### src/rtl/sum_bcd_converter_pkg.sv
// Shared types and constants for the sum-to-BCD converter.
//   state_t    : converter FSM states
//   DEF_WIDTH  : default binary input width (8+8-bit adder sum)
//   DEF_DIGITS : default number of BCD output digits
//   DIG_W      : bits per BCD digit
package sum_bcd_pkg;
  localparam int DEF_WIDTH  = 9;
  localparam int DEF_DIGITS = 3;
  localparam int DIG_W      = 4;

  typedef enum logic [1:0] {IDLE, SHIFT, DONE} state_t;
endpackage

### src/rtl/sum_bcd_converter_if.sv
// Handshake bundle between the adder, the converter and the display driver.
//   in_valid/in_ready/sum      : binary sum input channel
//   out_valid/out_ready/bcd    : packed BCD result channel ([3:0] = ones)
//   busy                       : conversion in progress
// slave  = converter side, master = producer/consumer side.
interface sum_bcd_converter_if
  import sum_bcd_pkg::*;
#(
  parameter int WIDTH  = DEF_WIDTH,
  parameter int DIGITS = DEF_DIGITS
);
  logic                      in_valid;
  logic                      in_ready;
  logic [WIDTH-1:0]          sum;
  logic                      out_valid;
  logic                      out_ready;
  logic [DIG_W*DIGITS-1:0]   bcd;
  logic                      busy;

  modport slave (
    input  in_valid, sum, out_ready,
    output in_ready, out_valid, bcd, busy
  );

  modport master (
    output in_valid, sum, out_ready,
    input  in_ready, out_valid, bcd, busy
  );
endinterface

### src/rtl/sum_bcd_converter_digit_adj.sv
// Double-dabble correction cell: a BCD digit >= 5 gets +3 so that the
// following left shift carries correctly into the next decimal digit.
//   d : digit before correction
//   q : corrected digit
module bcd_digit_adj
  import sum_bcd_pkg::*;
(
  input  logic [DIG_W-1:0] d,
  output logic [DIG_W-1:0] q
);
  assign q = (d >= DIG_W'(5)) ? d + DIG_W'(3) : d;
endmodule

### src/rtl/sum_bcd_converter.sv
// Sequential binary-to-BCD converter (shift-and-add-3, one bit per clock).
//   clk   : rising-edge clock
//   reset : synchronous, active-high
//   bus   : sum_bcd_converter_if.slave (sum in, packed BCD out, busy)
// A sum is accepted in IDLE, shifted in over WIDTH cycles in SHIFT, and the
// registered result is presented in DONE until the consumer takes it.
module sum_bcd_converter
  import sum_bcd_pkg::*;
#(
  parameter int WIDTH  = DEF_WIDTH,
  parameter int DIGITS = DEF_DIGITS
)(
  input  logic               clk,
  input  logic               reset,
  sum_bcd_converter_if.slave bus
);
  localparam int BW = DIG_W * DIGITS;
  localparam int CW = $clog2(WIDTH + 1);

  // Result must fit: largest WIDTH-bit value needs fewer than 10^DIGITS.
  if ((10 ** DIGITS) <= (2 ** WIDTH) - 1) begin : g_bad_digits
    $error("DIGITS too small for WIDTH");
  end

  state_t                         state, state_nxt;
  logic [WIDTH-1:0]               bin_sr;
  logic [DIGITS-1:0][DIG_W-1:0]   bcd_sr, bcd_adj;
  logic [CW-1:0]                  cnt;
  logic [BW-1:0]                  bcd_q;
  logic [BW+WIDTH-1:0]            shifted;
  logic [BW-1:0]                  bcd_nxt;
  logic                           last;

  // All digits corrected in parallel from the pre-shift value.
  bcd_digit_adj u_adj [DIGITS-1:0] (.d(bcd_sr), .q(bcd_adj));

  assign shifted = {bcd_adj, bin_sr} << 1;
  assign bcd_nxt = shifted[BW+WIDTH-1:WIDTH];
  assign last    = (cnt == CW'(1));

  always_ff @(posedge clk) begin
    if (reset) state <= IDLE;
    else       state <= state_nxt;
  end

  always_comb begin
    state_nxt = state;
    case (state)
      IDLE:    if (bus.in_valid)  state_nxt = SHIFT;
      SHIFT:   if (last)          state_nxt = DONE;
      DONE:    if (bus.out_ready) state_nxt = IDLE;
      default:                    state_nxt = IDLE;
    endcase
  end

  always_ff @(posedge clk) begin
    if (reset) begin
      bin_sr <= '0;
      bcd_sr <= '0;
      cnt    <= '0;
      bcd_q  <= '0;
    end else begin
      case (state)
        IDLE: if (bus.in_valid) begin
          bin_sr <= bus.sum;
          bcd_sr <= '0;
          cnt    <= CW'(WIDTH);
        end
        SHIFT: begin
          bcd_sr <= bcd_nxt;
          bin_sr <= shifted[WIDTH-1:0];
          cnt    <= cnt - CW'(1);
          // Output register updates only on the edge that enters DONE.
          if (last) bcd_q <= bcd_nxt;
        end
        default: ;
      endcase
    end
  end

  assign bus.in_ready  = (state == IDLE);
  assign bus.out_valid = (state == DONE);
  assign bus.busy      = (state == SHIFT);
  assign bus.bcd       = bcd_q;
endmodule

### src/flat_wrapper.sv
// flat-port wrapper written by rule: the top's interface ports become plain ports
module sum_bcd_converter_flat import sum_bcd_pkg::*;
#(
  parameter int WIDTH  = DEF_WIDTH,
  parameter int DIGITS = DEF_DIGITS
)
  (clk, reset, bus_in_valid, bus_sum, bus_out_ready, bus_in_ready, bus_out_valid, bus_bcd, bus_busy);
  sum_bcd_converter_if #(.WIDTH(WIDTH), .DIGITS(DIGITS)) bus_i ();
  input  logic clk;
  input  logic reset;
  input wire logic [$bits(bus_i.in_valid)-1:0] bus_in_valid;
  input wire logic [$bits(bus_i.sum)-1:0] bus_sum;
  input wire logic [$bits(bus_i.out_ready)-1:0] bus_out_ready;
  output wire logic [$bits(bus_i.in_ready)-1:0] bus_in_ready;
  output wire logic [$bits(bus_i.out_valid)-1:0] bus_out_valid;
  output wire logic [$bits(bus_i.bcd)-1:0] bus_bcd;
  output wire logic [$bits(bus_i.busy)-1:0] bus_busy;
  assign bus_i.in_valid = bus_in_valid;
  assign bus_i.sum = bus_sum;
  assign bus_i.out_ready = bus_out_ready;
  assign bus_in_ready = bus_i.in_ready;
  assign bus_out_valid = bus_i.out_valid;
  assign bus_bcd = bus_i.bcd;
  assign bus_busy = bus_i.busy;
  sum_bcd_converter #(.WIDTH(WIDTH), .DIGITS(DIGITS)) u_core (.clk(clk), .reset(reset), .bus(bus_i));
endmodule
### config.mk
export PLATFORM = sky130hd
export DESIGN_NAME = sum_bcd_converter_flat
export DESIGN_NICKNAME = d
export VERILOG_FILES = /design/src/rtl/sum_bcd_converter_pkg.sv /design/src/rtl/sum_bcd_converter_if.sv /design/src/rtl/sum_bcd_converter_digit_adj.sv /design/src/rtl/sum_bcd_converter.sv /design/src/flat_wrapper.sv
export SDC_FILE = /design/constraint.sdc
export NUM_CORES = 1
export LEC_CHECK = 0
export ABC_AREA = 1
export ABC_CLOCK_PERIOD_IN_PS = 1640
export BUFFER_PORTS_ARGS = -buffer_cell sky130_fd_sc_hd__buf_2
export CORE_UTILIZATION = 51
export DETAILED_ROUTE_END_ITERATION = 10
export PLACE_DENSITY = 0.79
export SLEW_MARGIN = 20
export SYNTH_ARGS = -nofsm -noshare
export SYNTH_HDL_FRONTEND = slang
export SYNTH_SLANG_ARGS = --single-unit
### constraint.sdc
create_clock -name clk -period 1.64 [get_ports clk]
set_clock_uncertainty 0.05 [all_clocks]
set_input_delay 0.41 -clock clk [delete_from_list [all_inputs] [get_ports clk]]
set_output_delay 0.41 -clock clk [all_outputs]
set_load 0.01 [all_outputs]
======== Word-level counts from Yosys, hierarchy flattened ========
Index checks and enable logic that the tools add are counted.
storage, ports and cells
  bits in latches ......................... 0
  bits in read-only memories .............. 0
  input bits .............................. 13
  logic and storage cells ................. 38
  memories kept ........................... 0
  RAM bits ................................ 0
  bits in registers ....................... 39
  output and inout port bits .............. 15
operators by class
  bitwise operators ....................... 0
  equal/unequal tests ..................... 6
  reduce and logical (&&, ||, !) cells .... 5
  multiplexer cells ....................... 13
  shift-type cells ........................ 0
  divide/modulo/power cells ............... 0
  multiply operators ...................... 0
  add/subtract/negate cells ............... 4
  magnitude comparators ................... 3
operators by type and width
  cell                                                                   number
  12-bit case mux with 2 select lines                                    1
  9-bit case mux with 2 select lines                                     1
  4-bit by 3-bit >= comparator with 1-bit output, second input constant  3
  12-bit two-way mux                                                     1
  4-bit two-way mux                                                      3
  9-bit two-way mux                                                      1
  4-bit by 2-bit adder with 4-bit output, second input constant          2
  4-bit case mux with 2 select lines                                     1
  2-bit two-way mux                                                      3
  2-bit case mux with 3 select lines                                     1
  4-bit by 1-bit == test with 1-bit output, second input constant        1
  2-bit != test, second input constant                                   2
  2-bit AND reduction                                                    2
  4-bit by 1-bit subtractor with 4-bit output, second input constant     1
  3-bit by 2-bit adder with 3-bit output, second input constant          1
  3-bit two-way mux                                                      1
  3-bit AND reduction                                                    1
  2-bit by 1-bit == test with 1-bit output, second input constant        1
  2-bit == test, second input constant                                   1
  2-bit logical NOT                                                      1
  2-bit by 1-bit != test with 1-bit output, second input constant        1
  2-bit nonzero test                                                     1

======== Depth between registers and ports, before layout ========
Gate-level depths: netlist of the first run.
  depth after elaboration ................. 3
  gate-level depth with buffers ........... 9
  gate-level depth less buffers ........... 9

======== Hierarchy ========
A second synthesis of the first run with hierarchy kept.
unflattened totals
  cells, all modules ...................... 314
  area, all modules ....................... 2,262.2 µm²
modules (own cells, without submodules)
  module             seq. area each (µm²)  instances  area each (µm²)  cells each
  sum_bcd_converter  780.7                 1          1,856.8          245
  bcd_digit_adj      0.0                   3          135.1            23

======== Worst setup path after synthesis of the first run ========
Ideal clock, no wire load.
  kind .................................... register to register
  start point ............................. reg u_core.bcd_sr[4] (netlist bit)
  end point ............................... reg u_core.bcd_q[6], in the netlist u_core.bus.bcd[6]
  slack ................................... 0.340 ns
  path buffers ............................ 0
  stages on the path, launching flop included .. 9
  period minus slack after synthesis ...... 1.300 ns
  data required time ...................... 1.473 ns
  library setup time ...................... 0.117 ns
  arrival ................................. 1.133 ns
  cell sequence ........................... dfxtp_1 > inv_1 > ha_1 > inv_1 > nand2_1 > nand3_1 > nand2_1 > a21oi_2 > nor2_1
between the ends
  cells in the longest elaborated chain, start to end .. 2
  elaborated cells between the ends (all ways) .. 3
  those cells by class .................... add/sub: 1; order compare: 1; mux: 1
RTL lines
  what                                                                                                      RTL line                           RTL
  from (decl)                                                                                               sum_bcd_converter.sv:27            logic [DIGITS-1:0][DIG_W-1:0] bcd_sr, bcd_adj;
  from (signal assigned)                                                                                    sum_bcd_converter.sv:70            bcd_sr <= bcd_nxt;
  4-bit by 2-bit adder with 4-bit output or 4-bit by 3-bit >= comparator with 1-bit output (tied branches)  sum_bcd_converter_digit_adj.sv:11  assign q = (d >= DIG_W'(5)) ? d + DIG_W'(3) : d;
  4-bit two-way mux *                                                                                       sum_bcd_converter_digit_adj.sv:11
  to (signal assigned)                                                                                      sum_bcd_converter.sv:74            if (last) bcd_q <= bcd_nxt;
  to (decl)                                                                                                 sum_bcd_converter.sv:29            logic [BW-1:0] bcd_q;
Every way passes the cells marked *; elsewhere a longest branch is shown, timed or not.
A chain may end at the register's enable or synchronous reset.

======== Worst setup path after layout of the first run ========
  start point ............................. reg u_core.state[0]
  end point ............................... out bus_busy
between the ends
  cells in the longest elaborated chain, start to end .. 1
RTL lines
  what                                      RTL line                 RTL
  from (decl)                               sum_bcd_converter.sv:25  state_t state, state_nxt;
  from (signal assigned)                    sum_bcd_converter.sv:43  else state <= state_nxt;
  2-bit by 1-bit == test with 1-bit output  sum_bcd_converter.sv:83  assign bus.busy = (state == SHIFT);
  to (decl)                                 flat_wrapper.sv:17       output wire logic [$bits(bus_i.busy)-1:0] bus_busy;
No other way between the ends.

==> results of run 1 <==
## path summary, 6_finish.rpt
kind | startpoint | endpoint | slack, ns | cells past startpoint
setup / recovery | u_core.state[0] | bus_busy | 0.11 | 3
hold / removal | bus_sum[0] | u_core.bin_sr[0] | 0.31 | 3
setup reg to reg | u_core.bcd_sr[8] | u_core.bus.bcd[9] | 0.20 | 8
hold reg to reg | u_core.bus.bcd[0] | u_core.bus.bcd[0] | 0.42 | 2
## worst register-to-register path, delay by kind of cell, from the launching register on
| kind | cells | cell delay (ns) |
|---|---|---|
| adder cells (fa/ha/maj) | 1 | 0.21 |
| AO/OA/AOI/OAI | 1 | 0.13 |
| AND/OR/NAND/NOR | 4 | 0.33 |
| buffers and inverters | 2 | 0.20 |
| flip-flops | 1 | 0.43 |
## cell families after synthesis
group                    after synthesis
buffers and inverters                 36
AO/OA/AOI/OAI                         57
adder cells (fa/ha/maj)                8
AND/OR/NAND/NOR                      114
flip-flops                            39
## sequential cells by signal, summed over array words and instances, names as in the netlist
name and cells:
u_core.bin_sr 9, u_core.bus.bcd 12, u_core.bcd_sr 12, u_core.state 2, u_core.cnt 4
## layout make-up
| cell class | instances | share of cell area |
|---|---|---|
| tap | 48 | 0.0269 |
| clock buffer | 8 | 0.0448 |
| sequential | 39 | 0.349 |
| timing repair buffer | 33 | 0.0806 |
| inverter | 26 | 0.0459 |
| multi-input combinational | 179 | 0.452 |
## power by group through the flow
stage,sequential (mW),combinational (mW),clock (mW)
after floorplan,1.04,0.206,0
after global placement,1.04,0.261,0
after detailed placement,1.04,0.265,0
after CTS,1.02,0.266,0.727
after global routing,1.02,0.291,0.775
final,1.02,0.265,0.722
## through the flow
stage	utilization	power [mW]
after floorplan	-	1.25
after global placement	0.579	1.30
after detailed placement	0.579	1.30
after CTS	0.606	2.01
after global routing	0.606	2.09
final	0.606	2.00
## cells in the final DEF (no fill, tap or decap), types with 7 or more instances in the layout
cell       n
a21oi_1   17
dfxtp_1   39
nor2_1    14
buf_2     27
a21oi_2   21
inv_1     21
nand2_1   60
nand3_1   16
nand2_2   13
clkbuf_8   7
o21ai_0    7
ha_1       8
## per-layer routing
| layer | up-vias | track usage |
|---|---|---|
| met5 | - | 0 |
| met4 | 0 | 0.0972 |
| met3 | 9 | 0.0500 |
| met2 | 44 | 0.322 |
| met1 | 773 | 0.276 |
| li1 | 891 | - |
==> key figures, run 1 <==
Status
  • Outcome: complete, no violations

Clock tree
  • Clk sink count: 39
  • # H-tree levels: 2
  • CTS tree: done
  • Hold-fix buffers, CTS: 0
  • Root buffer cell: clkbuf_8
  • Post-CTS Setup Repair Bufs: 0
  • Clk_lat worst skew: 0.29 ns
  • CTS Buf Count: 5
  • Longest Clk Path Bufs: 2
  • Clock-pin slew on the worst setup and hold paths: 0.07 ns
  • Resized cells post-CTS: 0

Global route
  • Largest net degree at the start of global routing: 23
  • Vias in the first global route: 1466
  • Initial antenna violation count: 0
  • Total grt overflow: 0
  • Wire length of the first global-routing pass: 6640 um
  • Gr usage total: 0.210

Setup path
  • Required @ worst endpoint: 1.18 ns
  • Max stage delay on crit path: 0.43 ns
  • Slowest-stage cell, CP: dfxtp_1
  • Critical path type: flip-flop to output port
  • Worst setup SP type: flip-flop
  • CP top delay family: flip-flops
  • Crit-path cells: inv_2 > nor2_4 > buf_2
  • Buf/Inv on CP: 2
  • CP max FO: 4
  • CP arrival: 1.07 ns
  • CP Capture Type: output port

Logic synthesis
  • FFs w/ async S/R, synth: 0
  • Synth area leaders: dfxtp_1 (39%), nand2_1 (11%), a21oi_2 (9.3%), ha_1 (5.0%), a21oi_1 (4.3%)
  • Xor/xnor share of the synthesized area: 0
  • Synth Cell Area: approximately 2000 um^2
  • Mapped Cells: 254
  • Post-synthesis mux area share: 0
  • Synth Register Bits: 39
  • Synth top cells by count: nand2_1 (60), dfxtp_1 (39), a21oi_2 (21), inv_1 (21), a21oi_1 (17)
  • Synth top area share: 0.393
  • Most frequent cell after synthesis: nand2_1
  • Syn nets: 275
  • Yosys top cell by area: dfxtp_1
  • Largest family of logic cells by synthesized area: simple AND/OR/NAND/NOR gates
  • Sequential area share after synthesis: 0.393
  • EDFF count, synth: 0
  • Adder-Cell Fraction of Synth Area: 0.0504
  • Post-Synth Simple-Gate Area: 0.266
  • Netlist cell types: 27
  • Compound-Gate Fraction of Synth Area: 0.193
  • Avg Inst Size Synth: 7.82 um^2
  • Main synth FF type: dfxtp_1
  • Synthesis Warnings: 0

Placement
  • Placed Instances: 325
  • DPL Wire Length: 2750 um
  • Cell Area, Placed: ~2100 um^2
  • DP Worst Slack: 0.249 ns
  • Port bufs: 27
  • Routability cong.: around 0.88

Route
  • Top layer in use: met4
  • Met2 wire length: roughly 1800 um
  • Vias per cell: 5.16
  • Total Wirelength: 4070 um
  • Routed len/inst: 12.2 um
  • Met1 WL: between 1500 and 2000 um
  • Iteration-0 DRC count of the detailed router: 112
  • ANT nets after route: 0
  • Routed vias: roughly 1700
  • DRC Markers: 0
  • Met3 Wirelength: approximately 220 um
  • TritonRoute pass-1 iters: 4

Floorplan
  • Initial Util: 0.538
  • Die Span Y: 64.4 um
  • Die Wd: 64.4 um
  • # rows: 22
  • Core ar.: 3690 um^2
  • IO Pins: 28
  • Die area: 4150 um^2

STA
  • Min Tclk post-route: 1.53 ns
  • RSZ-0062 raised after global routing: no
  • Final Cycle Share: 0.930
  • Max-slew violations: 0
  • Worst Max-Slew Pin Slew: around 0.36 ns
  • Fin worst setup slack: 0.114 ns
  • Setup TNS: 0 ns
  • Fmax: 655 MHz
  • Hold WS: 0.315 ns
  • Max_slew headroom: 0.759
  • Setup violations, final: 0
  • Hold Vio Cnt, Final: 0

Layout
  • Area of the multi-input gates: 1010 um^2
  • Ant. Diodes: 0
  • Area Growth Syn to Fin: 12.5%
  • FILL cells: approximately 350
  • Share of cells above drive strength 1: 0.295
  • Sequential Area: 781 um^2
  • Finished Cell Area: between 2000 and 2500 um^2
  • NumNets Final: 305
  • Final Non-Filler Cells: 333

Pwr
  • Combinational share of power: 0.132
  • Pleak: 0.948 nW
  • PD cells: 897 nW/um^2
  • Clock network power share: 0.360
  • Sw frac: 0.268
  • Pint: 1.47 mW
  • Sequential power share: 0.508
  • Maximum vdd drop: 542 uV
  • Net Switching: 536 uW

Min path
  • Hold WC Path Type: primary input to flip-flop

Run
  • Max-Cap Viols: 0
Power figures use the tool's default switching activity.
==> run 2, diff against run 1 <==
- CORE_MARGIN: default -> 2
==> key figures, run 2 (synthesized netlist as in run 1, its figures left out) <==
Pwr
  • PD cells: 894 nW/um^2 (-0.35%)
  • Maximum vdd drop: 574 uV (+5.8%)
  • Pleak: 0.952 nW (+0.43%)

Layout
  • Area of the multi-input gates: 1010 um^2 (unchanged)
  • Ant. Diodes: 0 (unchanged)
  • Commonest non-fill, non-tap cell in the layout: nand2_1
  • Commonest cells after routing, fill and taps aside: nand2_1 (60), dfxtp_1 (39), buf_2 (27), inv_1 (21), a21oi_2 (21)
  • Post-layout util: 0.608 (+0.00204)
  • Sequential Area: 781 um^2 (unchanged)
  • FILL cells: 360 (+4.0%)
  • Share of cells above drive strength 1: 0.297 (+0.00247)
  • Area Growth Syn to Fin: 12.9%
  • NumNets Final: 306 (+0.33%)

Floorplan
  • Core ar.: 3690 um^2 (unchanged)
  • Die Wd: 66.4 um (+3.1%)
  • Die Span Y: 66.4 um (+3.1%)
  • # rows: 22 (unchanged)
  • IO Pins: 28 (unchanged)
  • Initial Util: 0.538 (unchanged)
  • Die area: 4410 um^2 (+6.3%)

Route
  • Total Wirelength: 4100 um (+0.74%)
  • Routed len/inst: 12.3 um (+0.44%)
  • DRC Markers: 0 (unchanged)
  • Routed vias: 1741 (+1.4%)
  • Vias per cell: 5.21 (+1.1%)
  • TritonRoute pass-1 iters: 4 (unchanged)
  • Iteration-0 DRC count of the detailed router: 98 (-13%)
  • ANT nets after route: 0 (unchanged)

Setup path
  • Flop2flop setup slack: 0.21 ns (about the same)
  • Critical path type: flip-flop to output port
  • Max stage delay on crit path: 0.43 ns (about the same)
  • CP arrival: 1.09 ns (+0.02 ns)
  • FF-to-FF Start: u_core.bcd_sr[4]
  • CP max FO: 4 (unchanged)
  • Required @ worst endpoint: 1.18 ns (about the same)
  • Worst reg2reg path depth: 8 (unchanged)
  • CP Capture Type: output port
  • Worst r2r dst: u_core.bus.bcd[5]
  • Worst setup SP type: flip-flop
  • Slowest-stage cell, CP: dfxtp_1
  • Crit-path cells: inv_2 > nor2_4 > buf_2

STA
  • Worst Max-Slew Pin Slew: 0.375 ns (+0.0133 ns)
  • Setup TNS: 0 ns (unchanged)
  • RSZ-0062 raised after global routing: no
  • Fmax: 645 MHz (-1.6%)
  • Final Cycle Share: 0.946 (+0.0155)
  • Min Tclk post-route: 1.55 ns (+0.0254 ns)
  • Setup violations, final: 0 (unchanged)
  • Max_slew headroom: 0.750 (-0.00889)
  • Hold Vio Cnt, Final: 0 (unchanged)
  • Max-slew violations: 0 (unchanged)

Min path
  • WHS Path Cells: 3 (unchanged)
  • Hold Crit Start: bus_sum[0]
  • Hold WC Path Type: primary input to flip-flop
  • WHS Endpoint: u_core.bin_sr[0]

Clock tree
  • Clock-pin slew on the worst setup and hold paths: 0.07 ns (about the same)
  • CTS tree: done
  • Clk sink count: 39 (unchanged)
  • Clk_lat worst skew: 0.30 ns (about the same)
  • CTS Buf Count: 5 (unchanged)
  • Hold-fix buffers, CTS: 0 (unchanged)
  • Longest Clk Path Bufs: 2 (unchanged)
  • # H-tree levels: 2 (unchanged)
  • Root buffer cell: clkbuf_8
  • Resized cells post-CTS: 0 (unchanged)

Run
  • Max-Cap Viols: 0 (unchanged)

Global route
  • Total grt overflow: 0 (unchanged)
  • Initial antenna violation count: 0 (unchanged)
  • Gr usage total: 0.208 (-0.00188)
  • Wire length of the first global-routing pass: 6870 um (+3.5%)
  • Largest net degree at the start of global routing: 23 (unchanged)
  • Vias in the first global route: 1567 (+6.9%)

Placement
  • DPL Wire Length: 2910 um (+5.9%)
  • Port bufs: 27 (unchanged)
  • Routability cong.: 0.921 (+4.4%)

Status
  • Outcome: complete, no violations
run 2: cell count changes in the layout (fill, tap and decap cells not counted), sizes merged:
cell,change
buf,+1
run 2: worst max-delay path by stage:
stage                                start                 to  slack (ns)  cells past startpoint
after floorplan           u_core.bcd_sr[4]  u_core.bus.bcd[6]        0.34                      8
after global placement    u_core.bcd_sr[4]  u_core.bus.bcd[5]        0.26                      8
after detailed placement     u_core.cnt[1]  u_core.bus.bcd[9]        0.23                      7
after CTS                  u_core.state[0]           bus_busy        0.09                      3
after global routing       u_core.state[0]           bus_busy        0.02                      3
final                      u_core.state[0]           bus_busy        0.09                      3
run 2: critical path: cells and delay by family (launching register included):
kind	cells	cell delay [ns]
buffers and inverters	2	0.22
flip-flops	1	0.43
AND/OR/NAND/NOR	1	0.15
run 2: area by class of cell:
class / instances / area share
multi-input cells: 179 / 0.451
flip-flops and latches: 39 / 0.348
repair buffers: 34 / 0.0837
inverters: 26 / 0.0458
clock buffers: 8 / 0.0446
well taps: 48 / 0.0268
run 2: through the flow:
step,power (mW),hold WS (ns),instances,cell area [um^2],setup slack (ns)
floorplan,1.25,0.389,254,1990,0.340
global placement,1.30,0.404,325,2130,0.264
detailed placement,1.30,0.411,325,2130,0.226
CTS,2.02,0.305,334,2240,0.0939
global route,2.08,0.330,334,2240,0.0229
finish,2.00,0.310,334,2240,0.0886
run 2: timing repair:
action / CTS / global route
setup endpoints to repair: 1 / 0
buffers inserted: 1 / 0
endpoints found under the hold margin: 0 / 0
run 2: per-layer routing:
layer  part of all wire  vias to the layer above  track usage  routed length [um]
met5                  0                        -            0                   0
met3              0.038                        7       0.0562                 157
met4              0.021                        0       0.0944                  87
met1               0.48                      806        0.256                1960
li1                   -                      893            -                   -
met2               0.46                       35        0.338                1890
run 2: where the power goes:
group	leakage (nW)	internal, mW	switching [mW]
clock	0.0515	0.384	0.334
combinational	0.583	0.0979	0.171
sequential	0.317	0.990	0.0275
total	0.952	1.47	0.532
==> run 3, diff against run 2 <==
- PLACE_DENSITY: 0.79 -> 0.75
==> key figures, run 3 (synthesized netlist as in run 1, its figures left out) <==
Status
  • Outcome: complete, no violations

Clock tree
  • Post-CTS Setup Repair Bufs: 0 (-1)
  • # H-tree levels: 2 (unchanged)
  • CTS Buf Count: 5 (unchanged)
  • Clk sink count: 39 (unchanged)
  • Clk_lat worst skew: 0.29 ns (about the same)
  • Resized cells post-CTS: 0 (unchanged)
  • Hold-fix buffers, CTS: 0 (unchanged)
  • Clock-pin slew on the worst setup and hold paths: 0.08 ns (about the same)
  • Root buffer cell: clkbuf_8
  • CTS tree: done
  • Longest Clk Path Bufs: 2 (unchanged)

STA
  • Setup violations, final: 0 (unchanged)
  • Worst Max-Slew Pin Slew: 0.382 ns (+0.00731 ns)
  • Setup TNS: 0 ns (unchanged)
  • RSZ-0062 raised after global routing: no
  • Min Tclk post-route: 1.55 ns (-0.00181 ns)
  • Fmax: 645 MHz (+0.12%)
  • Max_slew headroom: 0.745 (-0.00488)
  • Final Cycle Share: 0.945 (-0.00110)
  • Hold WS: 0.314 ns (+0.00449 ns)
  • Hold Vio Cnt, Final: 0 (unchanged)
  • Max-slew violations: 0 (unchanged)

Route
  • ANT nets after route: 0 (unchanged)
  • Vias per cell: 5.20 (-0.21%)
  • TritonRoute pass-1 iters: 4 (unchanged)
  • Iteration-0 DRC count of the detailed router: 59 (-40%)
  • DRC Markers: 0 (unchanged)
  • Routed vias: 1727 (-0.80%)
  • Routed len/inst: 11.9 um (-3.1%)
  • Total Wirelength: 3950 um (-3.7%)

Placement
  • Placed Instances: 324 (-0.31%)
  • DPL Wire Length: 2760 um (-5.0%)
  • Cell Area, Placed: 2130 um^2 (-0.35%)
  • Port bufs: 27 (unchanged)
  • Routability cong.: 0.854 (-7.3%)

Global route
  • Gr usage total: 0.201 (-0.00685)
  • Wire length of the first global-routing pass: 6730 um (-2.1%)
  • Total grt overflow: 0 (unchanged)
  • Largest net degree at the start of global routing: 23 (unchanged)
  • Vias in the first global route: 1552 (-0.96%)
  • Initial antenna violation count: 0 (unchanged)

Setup path
  • Worst setup SP type: flip-flop
  • CP max FO: 5 (+1)
  • FF-to-FF Start: u_core.bcd_sr[4]
  • Flop2flop setup slack: 0.19 ns (-0.02 ns)
  • CP Capture Type: output port
  • CP arrival: 1.09 ns (about the same)
  • Critical path type: flip-flop to output port
  • Worst r2r dst: u_core.bus.bcd[5]
  • Worst reg2reg path depth: 8 (unchanged)
  • Required @ worst endpoint: 1.18 ns (about the same)

Min path
  • WHS Path Cells: 3 (unchanged)
  • Hold Crit Start: bus_sum[0]
  • Hold WC Path Type: primary input to flip-flop
  • WHS Endpoint: u_core.bin_sr[0]

Floorplan
  • IO Pins: 28 (unchanged)
  • Die Span Y: 66.4 um (unchanged)
  • Core ar.: 3690 um^2 (unchanged)
  • # rows: 22 (unchanged)
  • Die area: 4410 um^2 (unchanged)
  • Initial Util: 0.538 (unchanged)
  • Die Wd: 66.4 um (unchanged)

Run
  • Max-Cap Viols: 0 (unchanged)

Pwr
  • Maximum vdd drop: 572 uV (-0.19%)
  • Sw frac: 0.265 (about the same)
  • Combinational share of power: 0.131 (-0.003)
  • Final Power: 1.99 mW (-0.45%)
  • Clock network power share: 0.359 (about the same)
  • Pleak: 0.941 nW (-1.1%)
  • Sequential power share: 0.510 (+0.002)
  • Pint: 1.46 mW (-0.43%)
  • PD cells: 894 nW/um^2 (about the same)
  • Net Switching: 529 uW (-0.52%)

Layout
  • Commonest cells after routing, fill and taps aside: nand2_1 (60), dfxtp_1 (39), buf_2 (27), inv_1 (21), a21oi_2 (21)
  • Area Growth Syn to Fin: 12.4%
  • Finished Cell Area: 2230 um^2 (-0.50%)
  • Share of cells above drive strength 1: 0.296 (-0.00143)
  • Final Non-Filler Cells: 332 (-0.60%)
  • FILL cells: 349 (-3.1%)
  • NumNets Final: 304 (-0.65%)
  • Commonest non-fill, non-tap cell in the layout: nand2_1
  • Ant. Diodes: 0 (unchanged)
run 3: cell types whose count changed in the layout (fill, tap and decap cells not counted), sizes merged:
cell      delta
clkbuf       -1
buf          -2
clkinvlp     +1
run 3: worst max-delay path by stage:
| stage | from | end | cells past startpoint |
|---|---|---|---|
| floorplan | u_core.bcd_sr[4] | u_core.bus.bcd[6] | 8 |
| global placement | u_core.bcd_sr[4] | u_core.bus.bcd[5] | 8 |
| detailed placement | u_core.bcd_sr[0] | u_core.bus.bcd[2] | 8 |
| CTS | u_core.state[0] | bus_busy | 3 |
| global route | u_core.state[0] | bus_busy | 3 |
| finish | u_core.state[0] | bus_busy | 3 |
run 3: final cells by class:
type,count,area [um^2],share of cell area
Multi-Input combinational cell,179,1010,0.453
Sequential cell,39,781,0.350
Timing Repair Buffer,32,173,0.0774
Inverter,26,103,0.0460
Clock buffer,7,96.3,0.0432
Tap cell,48,60.1,0.0269
Clock inverter,1,7.51,0.00337
run 3: metrics by stage:
| step | util | setup WS, ns |
|---|---|---|
| finish | 0.605 | 0.0904 |
| global route | 0.605 | 0.00777 |
| CTS | 0.605 | 0.0785 |
| detailed placement | 0.577 | 0.202 |
| global placement | 0.577 | 0.270 |
| floorplan | - | 0.340 |
run 3: per-layer routing:
layer	wire, um	vias to the layer above	part of all wire	GRT usage
met2	1820	37	0.46	0.328
met1	1880	794	0.48	0.254
met3	203	6	0.051	0.0579
met4	48	0	0.012	0.0689
li1	-	890	-	-
met5	0	-	0	0
run 3: power groups by stage:
stage,Sequential [mW],Clock [mW],Combinational (mW)
4_1_cts,1.02,0.729,0.264
3_5_place_dp,1.04,0,0.263
5_1_grt,1.02,0.765,0.296
3_3_place_gp,1.04,0,0.261
6_report,1.02,0.716,0.261
2_1_floorplan,1.04,0,0.206
run 3: worst max-delay path, stage by stage (launching register included):
cell     delay [ns]
dfxtp_1        0.43
inv_2          0.07
nor2_4         0.14
buf_2          0.15
